## src/rtl/fixed_point_abs_vec.sv

```systemverilog
// Multi-lane pipelined fixed-point abs/negate unit with valid/ready handshake,
// per-lane overflow flags and a saturating overflow event counter.
module fixed_point_abs_vec #(
  parameter int unsigned WIDTH     = 8,
  parameter int unsigned FRAC_BITS = 3,
  parameter int unsigned NUM_CH    = 4,
  parameter bit          SATURATE  = 1'b1,
  parameter int unsigned CNT_WIDTH = 16
) (
  input  logic                    CLK,
  input  logic                    RSTN,
  input  logic [NUM_CH*WIDTH-1:0] DATA_IN,
  input  logic [1:0]              MODE_IN,
  input  logic                    VALID_IN,
  output logic                    READY_IN,
  output logic [NUM_CH*WIDTH-1:0] DATA_OUT,
  output logic [NUM_CH-1:0]       OVF_OUT,
  output logic                    VALID_OUT,
  input  logic                    READY_OUT,
  input  logic                    CLEAR_IN,
  output logic [CNT_WIDTH-1:0]    OVF_COUNT
);

  localparam int unsigned BUS_W = NUM_CH * WIDTH;
  localparam logic [WIDTH-1:0] MIN_VAL = {1'b1, {(WIDTH-1){1'b0}}};
  localparam logic [WIDTH-1:0] MAX_VAL = ~MIN_VAL;
  localparam logic [CNT_WIDTH-1:0] CNT_MAX = '1;

  // Fractional position does not affect the arithmetic; kept for format bookkeeping.
  logic unused_frac;
  assign unused_frac = (FRAC_BITS > WIDTH);

  logic             s1_valid;
  logic [BUS_W-1:0] s1_data;
  logic [1:0]       s1_mode;
  logic             s2_load;
  logic [BUS_W-1:0] calc_data;
  logic [NUM_CH-1:0] calc_ovf;

  // Returns {ovf, result} for one lane.
  function automatic logic [WIDTH:0] lane_op(input logic [WIDTH-1:0] x, input logic [1:0] mode);
    logic [WIDTH-1:0] neg;
    logic [WIDTH-1:0] r;
    logic             ovf;
    logic             is_min;
    logic             is_pos;
    neg    = ~x + WIDTH'(1);
    is_min = (x == MIN_VAL);
    is_pos = !x[WIDTH-1] && (x != '0);
    r      = x;
    ovf    = 1'b0;
    case (mode)
      2'b00: begin
        r   = x;
        ovf = 1'b0;
      end
      2'b01: begin
        r   = x[WIDTH-1] ? neg : x;
        ovf = is_min;
      end
      2'b10: begin
        r   = neg;
        ovf = is_min;
      end
      2'b11: begin
        r   = is_pos ? neg : x;
        ovf = 1'b0;
      end
    endcase
    if (ovf) r = SATURATE ? MAX_VAL : MIN_VAL;
    return {ovf, r};
  endfunction

  always_comb begin
    calc_data = '0;
    calc_ovf  = '0;
    for (int unsigned i = 0; i < NUM_CH; i++) begin
      {calc_ovf[i], calc_data[i*WIDTH +: WIDTH]} = lane_op(s1_data[i*WIDTH +: WIDTH], s1_mode);
    end
  end

  assign s2_load  = !VALID_OUT || READY_OUT;
  assign READY_IN = !s1_valid || s2_load;

  // Two-stage skid-free pipe: S1 captures inputs, S2 holds the computed result.
  always_ff @(posedge CLK) begin
    if (!RSTN) begin
      s1_valid  <= 1'b0;
      s1_data   <= '0;
      s1_mode   <= '0;
      VALID_OUT <= 1'b0;
      DATA_OUT  <= '0;
      OVF_OUT   <= '0;
    end else begin
      if (READY_IN) begin
        s1_valid <= VALID_IN;
        if (VALID_IN) begin
          s1_data <= DATA_IN;
          s1_mode <= MODE_IN;
        end
      end
      if (s2_load) begin
        VALID_OUT <= s1_valid;
        if (s1_valid) begin
          DATA_OUT <= calc_data;
          OVF_OUT  <= calc_ovf;
        end
      end
    end
  end

  // Counts delivered beats carrying any overflow; clear has priority, no wrap.
  always_ff @(posedge CLK) begin
    if (!RSTN) begin
      OVF_COUNT <= '0;
    end else if (CLEAR_IN) begin
      OVF_COUNT <= '0;
    end else if (VALID_OUT && READY_OUT && (|OVF_OUT) && (OVF_COUNT != CNT_MAX)) begin
      OVF_COUNT <= OVF_COUNT + CNT_WIDTH'(1);
    end
  end

endmodule

```

## config.mk

```make
export PLATFORM = sky130hd
export DESIGN_NAME = fixed_point_abs_vec
export DESIGN_NICKNAME = d
export VERILOG_FILES = /design/src/rtl/fixed_point_abs_vec.sv
export SDC_FILE = /design/constraint.sdc
export NUM_CORES = 1
export LEC_CHECK = 0
export ABC_CLOCK_PERIOD_IN_PS = 4700
export CORE_UTILIZATION = 40
export CTS_BUF_LIST = sky130_fd_sc_hd__clkbuf_4
export DETAILED_ROUTE_END_ITERATION = 12
export GPL_ROUTABILITY_DRIVEN = 0
export PLACE_DENSITY_LB_ADDON = 0.1
export REMOVE_ABC_BUFFERS = 1
export SYNTH_ARGS = -nofsm -noshare
export SYNTH_HDL_FRONTEND = slang
export SYNTH_SLANG_ARGS = --single-unit
```

## constraint.sdc

```tcl
create_clock -name CLK -period 4.7 [get_ports CLK]
set_clock_uncertainty 0.05 [all_clocks]
set_input_delay 0.705 -clock CLK [delete_from_list [all_inputs] [get_ports CLK]]
set_output_delay 0.705 -clock CLK [all_outputs]
set_load 0.005 [all_outputs]
```

==> impl_metrics.yaml <==
outcome:
  status: "complete, no violations"
global_routing:
  first_global_vias: 4116
  grt_pass1_wl_mm: 19.8
  grt_max_degree: 42
  track_usage_pct: 21.7
  grt_overflow: 0
  antenna_found_initial: 0
power:
  powerDensity_nw_per_um2: 280
  p_leak_nw: 2.06
  pwr-share-comb_pct: 18.8
  p_seq_share_pct: 51.8
  switching_share_pct: 27.8
  vdd_ir_drop_max_mv: 0.151
  p_int_w: 0.00115
  p_sw_w: 0.000443
  clock_power_share_pct: 29.5
logic_synthesis:
  syn_inst: 578
  synth_compound_area_share_pct: 26.1
  synth_cell_types: 48
  synth_top_family_by_area: "compound AO/OA/AOI/OAI gates"
  synth_seq_cells: 88
  synthXorXnorAreaFrac_pct: 2.89
  synthAdderAreaFrac_pct: 3.58
  synth_simple_gate_area_share_pct: 24.1
  synth.area.mux_share_pct: 0
  synthFlopType: "dfxtp_1"
  ys.warnings.count: 0
  ys_seq_area_share_pct: 38.7
  synthArstFlopShare_pct: 0
  syn_area_um2: 4550
  avgSynthCellArea_um2: 7.87
  synth_edf_count: 0
clock_tree:
  cts_max_level: 3
  post_cts_buffers: 0
  clk_pin_slew_worst_paths_ns: 0.11
  cts_tree: "done"
  clock_path_buffers: 2
  cts-root-buf: "clkbuf_4"
  numCtsBuffers: 9
  ctsResizeCount: 0
  insertion_delay_ns: 0.46
  cts_sinks: 88
  cts_hold_buf: 0
layout:
  final_cell_mix: "115 x nand2_1, 91 x clkdlybuf4s50_1, 88 x dfxtp_1"
  fin_util_pct: 51.9
  fillers: 1108
  nets: 704
  drive_gt1_share_pct: 5.78
  area_growth_pct: 25.4
  final_common_cell: "nand2_1"
  antennaDiodeCount: 0
critical_path:
  critical_path_buf_inv_count: 2
  cp_cell_sequence: "clkdlybuf4s50_1 > nor2b_1 > nand2_1 > clkdlybuf4s50_1"
  max_stage_delay_ns: 0.46
  cp-start-kind: "input pin"
  critical_path.top_delay_family: "buffers and inverters"
  crit_arrival_ns: 2.00
  worstPathRequired_ns: 3.94
  critPathSlowestCell: "clkdlybuf4s50_1"
  critPathKind: "input pin to output pin"
  cpMostUsedCell: "clkdlybuf4s50_1"
  worstSetupEndpointType: "output pin"
  critPathMaxFanout: 3
timing:
  period_share_pct: 58.7
  fin_crit_ns: 2.76
  finalHoldViolCount: 0
  slew_viol_final: 0
  slew_headroom_pct: 32.3
  rsz0062_at_grt: "false"
  tns_ns: 0
  finalSetupViolCount: 0
  fmax_mhz: 362
  tightest_slew_ns: 1.02
floorplanning:
  coreArea_um2: 11000
  ioPinCount: 93
  start_util_pct: 41.4
  die_h_um: 109
  fp.dieW_um: 109
  placementRows: 38
  dieArea_um2: 11800
routing:
  drc: 0
  dr.pass1.iters: 4
  initialDrtViolationCount: 178
  vias: 4352
  wl_per_cell_um: 15.1
  postRouteAntennaNets: 0
  routed_wl_mm: 12.0
  via_per_inst: 5.46
run:
  drv_cap: 0
placement:
  dp_hpwl_mm: 8.25
  numPortBuffers: 92
worst_hold_path:
  worst_hold_path_type: "flop to flop"
[state kept, by name (all words and copies together) (netlist names)]
register and count:
DATA_OUT 32, OVF_COUNT 16, OVF_OUT 4, VALID_OUT 1, s1_data 32, s1_mode 2
s1_valid 1
[area by class of cell]
| cell class | instances | area (um^2) | share of cell area, % |
|---|---|---|---|
| timing repair buffer | 96 | 946 | 16.6 |
| clock buffer | 11 | 82.6 | 1.45 |
| clock inverter | 5 | 71.3 | 1.25 |
| tap | 140 | 175 | 3.07 |
| sequential | 88 | 1760 | 30.9 |
| multi-input combinational | 435 | 2580 | 45.3 |
| inverter | 22 | 82.6 | 1.45 |
[synthesized netlist by cell type, types with 2 or more instances]
master	number	area [um^2]
nand3_1	15	75.1
or4_1	3	22.5
a22oi_1	4	30.0
a21oi_1	33	165
nand2_1	115	432
o21a_1	6	45.0
nor2_1	33	124
nor4_1	6	37.5
a21o_1	10	75.1
o21ai_1	5	25.0
o2111ai_4	2	52.6
nor2b_1	2	12.5
nand2b_1	3	18.8
a21boi_1	39	293
dfxtp_1	88	1760
xor2_1	15	131
nand4b_1	2	17.5
and3_1	3	18.8
and2_1	4	25.0
or3_1	4	25.0
inv_2	5	18.8
nand3b_1	4	30.0
or4_4	4	45.0
o311ai_2	2	32.5
o211ai_1	4	30.0
a211oi_1	6	45.0
o221ai_1	4	35.0
a31oi_1	16	100
a41oi_1	3	26.3
nand4_1	9	56.3
buf_2	2	10.0
o21ai_0	35	175
nor3_1	17	85.1
nor4b_1	2	17.5
inv_1	17	63.8
or2_2	2	12.5
ha_1	13	163
clkbuf_1	30	113
nor3b_1	2	15.0
[worst paths after layout]
check / startpoint / end / slack (ns) / depth (start not counted)
min reg2reg: DATA_OUT[23]$_SDFFE_PN0P_ / DATA_OUT[23]$_SDFFE_PN0P_ / 0.43 / 2
min: DATA_OUT[23]$_SDFFE_PN0P_ / DATA_OUT[23]$_SDFFE_PN0P_ / 0.43 / 2
max: READY_OUT / READY_IN / 1.94 / 4
max reg2reg: s1_mode[0]$_SDFFE_PN0P_ / DATA_OUT[17]$_SDFFE_PN0P_ / 2.23 / 6
[kinds of logic (layout without fill, tap and decap cells)]
logic type	Yosys count	after routing
flip-flops	88	88
AO/OA/AOI/OAI	175	175
XOR/XNOR	15	15
AND/OR/NAND/NOR	232	232
adder cells (fa/ha/maj)	13	13
buffers and inverters	55	134
[per-layer routing]
layer / wire length, um / track usage (%)
met1: 5530 / 27.3
met2: 5820 / 36.8
met3: 477 / 3.17
met4: 203 / 9.27
met5: 0 / 0
[tightest hold or removal path: stages (launching register included)]
cell and delay (ns):
dfxtp_1 0.33, nand3_1 0.06, o21ai_1 0.05
[per-stage QoR]
step	power, W	setup slack (ns)	area, um^2	hold WS [ns]	std cells
after floorplan	0.00100	2.32	4420	0.397	545
after global placement	0.00114	1.96	5550	0.395	781
after detailed placement	0.00114	1.95	5550	0.412	781
after CTS	0.00162	1.95	5700	0.429	797
after global routing	0.00168	1.87	5700	0.468	797
final	0.00160	1.94	5700	0.426	797
[power groups by stage]
| stage | Sequential, W | Combinational (W) | Clock (W) |
|---|---|---|---|
| 2_1_floorplan | 0.000833 | 0.000168 | 0 |
| 3_3_place_gp | 0.000843 | 0.000293 | 0 |
| 3_5_place_dp | 0.000843 | 0.000299 | 0 |
| 4_1_cts | 0.000827 | 0.000301 | 0.000488 |
| 5_1_grt | 0.000833 | 0.000334 | 0.000515 |
| 6_report | 0.000827 | 0.000299 | 0.000471 |
(Power assumes the default switching activity.)
